<file path="src/rtl/cfa_pkg.sv">
// Shared CFA definitions: Bayer pattern phases and per-sample colour codes.
package cfa_pkg;

  typedef enum logic [1:0] {
    CFA_RGGB = 2'd0,
    CFA_GRBG = 2'd1,
    CFA_GBRG = 2'd2,
    CFA_BGGR = 2'd3
  } cfa_pattern_e;

  typedef enum logic [1:0] {
    COL_R  = 2'd0,
    COL_GR = 2'd1,
    COL_GB = 2'd2,
    COL_B  = 2'd3
  } cfa_color_e;

endpackage

</file>
<file path="src/rtl/cfa_color_select.sv">
// Combinational Bayer classifier: picks the colour for a raster position and
// clips the matching signed channel to an unsigned CFA sample.
module cfa_color_select
  import cfa_pkg::*;
#(
  parameter int pixelBitWidth = 12
) (
  input  logic [1:0]               pattern,
  input  logic                     row_lsb,
  input  logic                     col_lsb,
  input  logic [pixelBitWidth:0]   in_r,
  input  logic [pixelBitWidth:0]   in_g,
  input  logic [pixelBitWidth:0]   in_b,
  output logic [pixelBitWidth-1:0] pixel,
  output logic [1:0]               color
);

  logic [1:0]             phase;
  logic [pixelBitWidth:0] sel;

  always_comb begin
    phase = pattern ^ {row_lsb, col_lsb};
    sel   = '0;
    unique case (cfa_color_e'(phase))
      COL_R:          sel = in_r;
      COL_GR, COL_GB: sel = in_g;
      COL_B:          sel = in_b;
      default:        sel = '0;
    endcase
    // Negative samples floor at zero; the positive range always fits.
    pixel = sel[pixelBitWidth] ? '0 : sel[pixelBitWidth-1:0];
    color = phase;
  end

endmodule

</file>
<file path="src/rtl/cfa_mosaic_tx.sv">
// Re-mosaicing transmitter: RGB pixel stream in, one Bayer CFA sample per
// pixel out, with raster tracking and a single registered output stage.
module cfa_mosaic_tx
  import cfa_pkg::*;
#(
  parameter int pixelBitWidth = 12,
  parameter int WIDTH         = 640,
  parameter int HEIGHT        = 480,
  parameter int PATTERN       = 0
) (
  input  logic                     clk,
  input  logic                     rst,
  input  logic                     in_valid,
  output logic                     in_ready,
  input  logic [pixelBitWidth:0]   in_r,
  input  logic [pixelBitWidth:0]   in_g,
  input  logic [pixelBitWidth:0]   in_b,
  input  logic                     in_sof,
  output logic                     out_valid,
  input  logic                     out_ready,
  output logic [pixelBitWidth-1:0] out_pixel,
  output logic [1:0]               out_color,
  output logic                     out_sof,
  output logic                     out_eol,
  output logic                     out_eof,
  output logic                     sof_err
);

  localparam int CW = $clog2(WIDTH);
  localparam int RW = $clog2(HEIGHT);
  localparam cfa_pattern_e PAT = cfa_pattern_e'(PATTERN[1:0]);

  logic [CW-1:0]            col, pos_col, nxt_col;
  logic [RW-1:0]            row, pos_row, nxt_row;
  logic                     accept;
  logic                     last_col, last_row, at_origin;
  logic [pixelBitWidth-1:0] sel_pixel;
  logic [1:0]               sel_color;

  always_comb begin
    in_ready  = !out_valid || out_ready;
    accept    = in_valid && in_ready;
    at_origin = (row == '0) && (col == '0);
    // in_sof forces the beat to (0,0) regardless of where the counters are.
    pos_row   = in_sof ? '0 : row;
    pos_col   = in_sof ? '0 : col;
    last_col  = (pos_col == CW'(WIDTH - 1));
    last_row  = (pos_row == RW'(HEIGHT - 1));
    nxt_col   = last_col ? '0 : pos_col + 1'b1;
    nxt_row   = pos_row;
    if (last_col) nxt_row = last_row ? '0 : pos_row + 1'b1;
  end

  cfa_color_select #(
    .pixelBitWidth(pixelBitWidth)
  ) u_color_select (
    .pattern (PAT),
    .row_lsb (pos_row[0]),
    .col_lsb (pos_col[0]),
    .in_r    (in_r),
    .in_g    (in_g),
    .in_b    (in_b),
    .pixel   (sel_pixel),
    .color   (sel_color)
  );

  always_ff @(posedge clk) begin
    if (rst) begin
      row       <= '0;
      col       <= '0;
      out_valid <= 1'b0;
      out_pixel <= '0;
      out_color <= '0;
      out_sof   <= 1'b0;
      out_eol   <= 1'b0;
      out_eof   <= 1'b0;
      sof_err   <= 1'b0;
    end else if (accept) begin
      row       <= nxt_row;
      col       <= nxt_col;
      out_valid <= 1'b1;
      out_pixel <= sel_pixel;
      out_color <= sel_color;
      out_sof   <= (pos_row == '0) && (pos_col == '0);
      out_eol   <= last_col;
      out_eof   <= last_col && last_row;
      if (in_sof && !at_origin) sof_err <= 1'b1;
    end else if (out_valid && out_ready) begin
      out_valid <= 1'b0;
    end
  end

endmodule

</file>
<file path="config.mk">
export PLATFORM = sky130hd
export DESIGN_NAME = cfa_mosaic_tx
export DESIGN_NICKNAME = d
export VERILOG_FILES = /design/src/rtl/cfa_pkg.sv /design/src/rtl/cfa_color_select.sv /design/src/rtl/cfa_mosaic_tx.sv
export SDC_FILE = /design/constraint.sdc
export NUM_CORES = 1
export LEC_CHECK = 0
export BUFFER_PORTS_ARGS = -buffer_cell sky130_fd_sc_hd__buf_2
export CAP_MARGIN = 0
export CORE_MARGIN = 5
export CORE_UTILIZATION = 38
export DETAILED_ROUTE_END_ITERATION = 8
export SETUP_SLACK_MARGIN = 0.02
export SLEW_MARGIN = 20
export SYNTH_ARGS = -nofsm -noshare
export SYNTH_HDL_FRONTEND = slang
export SYNTH_SLANG_ARGS = --single-unit
</file>
<file path="constraint.sdc">
create_clock -name clk -period 2.6 [get_ports clk]
set_input_delay 0.13 -clock clk [delete_from_list [all_inputs] [get_ports clk]]
set_output_delay 0.13 -clock clk [all_outputs]
set_load 0.05 [all_outputs]
</file>
Yosys cells after proc, flatten, opt, wreduce, memory -nomap -nowiden
Index checks and enable logic that the tools add are counted.
{"block": "word_totals", "mem_bits_ro": 0, "latchBits": 0, "out_inout_bits": 20, "ram_bits": 0, "memories": 0, "regBits": 38}
{"block": "classes", "reduce_logical": 17, "addsub": 2, "n_bitwise": 0, "n_shift": 0, "n_div": 0, "n_eq_ne": 5, "mux": 9, "multipliers": 0, "order_cmp": 0}
{"operator": "one-hot mux 13 bit (3 select lines)", "n": 1}
{"operator": "2-to-1 mux 9 bit", "n": 3}
{"operator": "logical NOT 10 bit", "n": 2}
{"operator": "2-to-1 mux 10 bit", "n": 2}
{"operator": "logical NOT 9 bit", "n": 2}
{"operator": "2-to-1 mux 12 bit", "n": 1}
{"operator": "adder 10 x 1 -> 10 bit (second input constant)", "n": 1}
{"operator": "equality test 10 bit (second input constant)", "n": 1}
{"operator": "adder 9 x 1 -> 9 bit (second input constant)", "n": 1}
{"operator": "equality test 9 bit (second input constant)", "n": 1}
{"operator": "logical AND 1 bit", "n": 6}
{"operator": "equality test 2 bit (second input constant)", "n": 2}
{"operator": "equality test 2 x 1 -> 1 bit (second input constant)", "n": 1}
{"operator": "logical NOT 1 bit", "n": 2}
{"operator": "logical NOT 2 bit", "n": 1}
{"operator": "2-to-1 mux 1 bit", "n": 2}
{"operator": "AND reduction 2 bit", "n": 1}
{"operator": "nonzero test 2 bit", "n": 1}
{"operator": "OR reduction 2 bit", "n": 1}
{"operator": "logical OR 1 bit", "n": 1}

Logic depth before layout (Yosys ltp)
{"block": "logic_depth", "depth_word": 5, "ltp_mapped": 9}

Modules after synthesis
From an unflattened synthesis, not the netlist that was laid out.
{"block": "unflattened", "hier_cells": 289, "hier_area_um2": 2284.7}
{"mod": "cfa_mosaic_tx", "cells_each": 239, "seq_area_each_um2": 760.7, "area_each_um2": 1861.8, "n_inst": 1}
{"mod": "cfa_color_select", "cells_each": 50, "seq_area_each_um2": 0.0, "area_each_um2": 422.9, "n_inst": 1}

Worst setup path after synthesis
Ideal clock, no wire load.
{"block": "synth_path", "path_kind": "flip-flop to flip-flop", "from": "reg out_valid", "to": "reg out_pixel[10]", "period_less_slack_ps": 2226, "slack_ps": 374, "required_time_ps": 2540, "arrival_time_ps": 2166, "stages_incl_launch_ff": 7, "cell_sequence": "dfxtp_1 > nand2b_1 > and2_1 > clkbuf_1 > nor2_1 > clkbuf_1 > a22o_1"}
{"block": "synth_via", "elab_chain_cells": 3}
{"element": "start, declared", "line": "cfa_mosaic_tx.sv:19", "text": "output logic out_valid,"}
{"element": "start signal, assigned", "line": "cfa_mosaic_tx.sv:71", "text": "out_valid <= 1'b0;"}
{"element": "start signal, assigned", "line": "cfa_mosaic_tx.sv:81", "text": "out_valid <= 1'b1;"}
{"element": "start signal, assigned", "line": "cfa_mosaic_tx.sv:89", "text": "out_valid <= 1'b0;"}
{"element": "logical NOT 1 bit", "line": "cfa_mosaic_tx.sv:41", "text": "in_ready = !out_valid || out_ready;"}
{"element": "logical OR 1 bit", "line": "cfa_mosaic_tx.sv:41"}
{"element": "via in_ready", "line": "cfa_mosaic_tx.sv:14", "text": "output logic in_ready,"}
{"element": "logical AND 1 bit", "line": "cfa_mosaic_tx.sv:42", "text": "accept = in_valid && in_ready;"}
{"element": "end signal, assigned", "line": "cfa_mosaic_tx.sv:82", "text": "out_pixel <= sel_pixel;"}
{"element": "end, declared", "line": "cfa_mosaic_tx.sv:21", "text": "output logic [pixelBitWidth-1:0] out_pixel,"}
The timed path passes the listed nets, and every way through them passes these cells.
A chain may end at the register's enable or synchronous reset.

Final worst setup path
{"block": "layout_path", "from": "reg row[0]", "to": "reg out_pixel[9]"}
{"block": "layout_via", "elab_chain_cells": 5, "elab_cells_between_ends": 8}
{"element": "start, declared", "line": "cfa_mosaic_tx.sv:34", "text": "logic [RW-1:0] row, pos_row, nxt_row;"}
{"element": "start signal, assigned", "line": "cfa_mosaic_tx.sv:79", "text": "row <= nxt_row;"}
{"element": "2-to-1 mux 9 bit *", "line": "cfa_mosaic_tx.sv:45", "text": "pos_row = in_sof ? '0 : row;"}
{"element": "equality test 2 x 1 -> 1 bit or equality test 2 bit (tied branches)", "line": "cfa_color_select.sv:24", "text": "unique case (cfa_color_e'(phase))"}
{"element": "OR reduction 2 bit", "line": "cfa_color_select.sv:24"}
{"element": "one-hot mux 13 bit (3 select lines) *", "line": "cfa_color_select.sv:24"}
{"element": "2-to-1 mux 12 bit *", "line": "cfa_color_select.sv:31", "text": "pixel = sel[pixelBitWidth] ? '0 : sel[pixelBitWidth-1:0];"}
Every way passes the cells marked *; elsewhere a longest branch is shown, timed or not.

==> out/qor.yml <==
status: "complete, no violations"
max_freq_mhz: 474
drv_cap: 0
wl_um: 5840
numClockSinks: 38
drc: 0
finalCritPeriodShare_pct: 81.1
vias_per_cell: 5.58
p_leak_uw: 0.00100
use_met2_pct: 26.8
grt_max_degree: 25
synth-edff-count: 0
num_vias: 2110
power_frac_seq_pct: 42.3
tightest_slew_ns: 0.450
p_clk_share_pct: 43.8
hold_ws_ns: 0.107
area_delta_synth_final_pct: 24.9
grt_pass1_wl_um: 9760
path_class: "flip-flop to flip-flop"
cp.arrival_ns: 2.29
grt_overflow_total: 0
powerDensity_nw_per_um2: 565
ys_ff_latch: 38
yosysTopAreaCellShare_pct: 37.3
use_met3_pct: 3.56
synth_nets: 298
grt_pass1_vias: 1928
postCtsHoldBufs: 0
rsz0062_at_grt: "false"
slew_violations: 0
p_sw_share_pct: 25.3
drive_gt1_share_pct: 27.9
synth_seq_area_share_pct: 37.3
cts_resized: 0
relSlewSlack_pct: 69.9
fin_skew_ns: 0.0101
place.gp.congestion: 0.817
endpoint_kind: "flip-flop"
instances_no_fill: 378
hold_class: "input port to flip-flop"
combPwrFrac_pct: 13.9
chipWidth_um: 83.3
track_usage_pct: 16.9
core_area_um2: 5170
h-tree-depth: 2
die_area_um2: 6940
worst-endpoint-required_ns: 2.78
place_hpwl_um: 4100
std_cell_rows: 26
wl_per_cell_um: 15.4
cp_max_fo: 13
synth_area_per_cell_um2: 8.10
synth_area_um2: 2040
busiest_layer: "met2"
cts_buffers: 5
switchingPower_uw: 364
place_inst: 370
antenna_found_initial: 0
final-hold-violation-count: 0
syn_inst: 252
async_reset_ff_share_pct: 0
reg2reg_slack_ns: 0.49
cts_tree: "done"
tns_ns: 0
dieHeight_um: 83.3
clk_path_buf_depth: 2
global_route.usage.met1_pct: 23.3
yosysTopAreaCell: "dfxtp_1"
start_util_pct: 39.5
fin_nets: 353
cts.clk_slew.worst_paths_ns: 0.08
setup_ws_ns: 0.491
ant_nets: 0
clkLatencyLatePin_ns: 0.29
ys.flop_type: "dfxtp_1"
synth_cell_type_count: 50
port_buffers: 63
diodes: 0
root_buffer: "clkbuf_8"
dr.pass1.iters: 4
pre_cts_slack_ns: 0.500
peakVddDrop_mv: 0.360
synth_area_leaders: "dfxtp_1 (37%), o21ai_0 (5.9%), nand2_1 (5.9%), a22o_1 (5.1%), a21oi_1 (4.9%)"
first_iter_violations: 162
startpoint_type: "flip-flop"
cts_setup_buffers: 0
period_needed_ns: 2.11
power_uw: 1440
io_pins: 64
setup_viol: 0
ys_warn_count: 0
intPower_uw: 1080
==> stage by stage <==
step / utilization, % / area [um^2]
after floorplan: - / 2040
after global placement: 46.6 / 2410
after detailed placement: 46.6 / 2410
after CTS: 49.3 / 2550
after global routing: 49.3 / 2550
final: 49.3 / 2550
==> path summary, 6_finish.rpt <==
kind,startpoint,end,cells after the start
max,row[0],out_pixel[9],5
min,in_valid,out_valid,3
max reg2reg,row[0],out_pixel[9],5
min reg2reg,out_eof,out_eof,2
==> cells by family after synthesis <==
family,Yosys count,share of synthesized area [%]
fa+ha+maj,2,1.23
simple gates,88,24.4
xor+xnor,2,0.858
compound gates,93,30.3
buf+inv,29,6.00
flops,38,37.3
==> per-layer routing <==
layer / up-vias / share of wire (%)
met1: 993 / 47
met3: 6 / 4.0
met5: - / 0
met2: 49 / 48
li1: 1062 / -
met4: 0 / 0.79
==> layout by cell type (no fill, tap or decap), drive strengths merged, types with 2 or more instances in the layout <==
cell type,instances
nor4,3
and3,2
a21oi,20
or4,3
a41oi,2
o311ai,2
dfxtp,38
o21ai,24
or4b,4
a31oi,8
a22o,12
buf,72
a22oi,13
nand2,32
nand4,8
nand3,9
inv,4
bufinv,2
nor3,4
xnor2,2
ha,2
or3,4
and2,3
nor2,7
and4b,2
clkbuf,6
==> sequential cells by signal, indices dropped and copies added, names as in the netlist <==
| register | cells |
|---|---|
| out_sof | 1 |
| row | 9 |
| out_pixel | 12 |
| out_eol | 1 |
| out_eof | 1 |
| sof_err | 1 |
| out_valid | 1 |
| col | 10 |
| out_color | 2 |
==> area by class of cell <==
class / count / area [um^2]
clock inverter: 2 / 60.1
multi-input combinational: 185 / 1160
tap: 70 / 87.6
inverter: 5 / 18.8
timing repair buffer: 72 / 383
clock buffer: 6 / 82.6
sequential: 38 / 761
fill: 522 / 2620
==> Yosys cell counts (2+ instances only) <==
library cell / n
ha_1: 2
nor2_1: 7
nand4_1: 8
or3_1: 4
a41oi_1: 2
clkbuf_1: 12
nor3_1: 4
and4b_1: 2
nand2_1: 32
a31oi_1: 8
a22oi_1: 13
nor4_1: 3
buf_1: 3
and2_1: 3
dfxtp_1: 38
a21oi_1: 20
o21ai_0: 24
or4b_1: 4
o311ai_0: 2
a22o_1: 12
xnor2_1: 2
nand3_1: 8
inv_1: 3
or4_1: 3
buf_2: 8
==> power groups by stage <==
stage | Combinational, uW | Sequential (uW) | Clock [uW]
after detailed placement | 202 | 623 | 0
after global placement | 200 | 623 | 0
after CTS | 202 | 609 | 640
final | 201 | 609 | 631
after floorplan | 84.2 | 664 | 0
after global routing | 219 | 612 | 670
==> critical path, cell delays in order, from the launching register on <==
cell and delay, ns:
dfxtp_1 0.51, nand2_1 0.09, ha_1 0.57, a22oi_1 0.15
o2111a_1 0.42, a22o_1 0.25
Note: power is estimated with default switching activity, not from simulation.
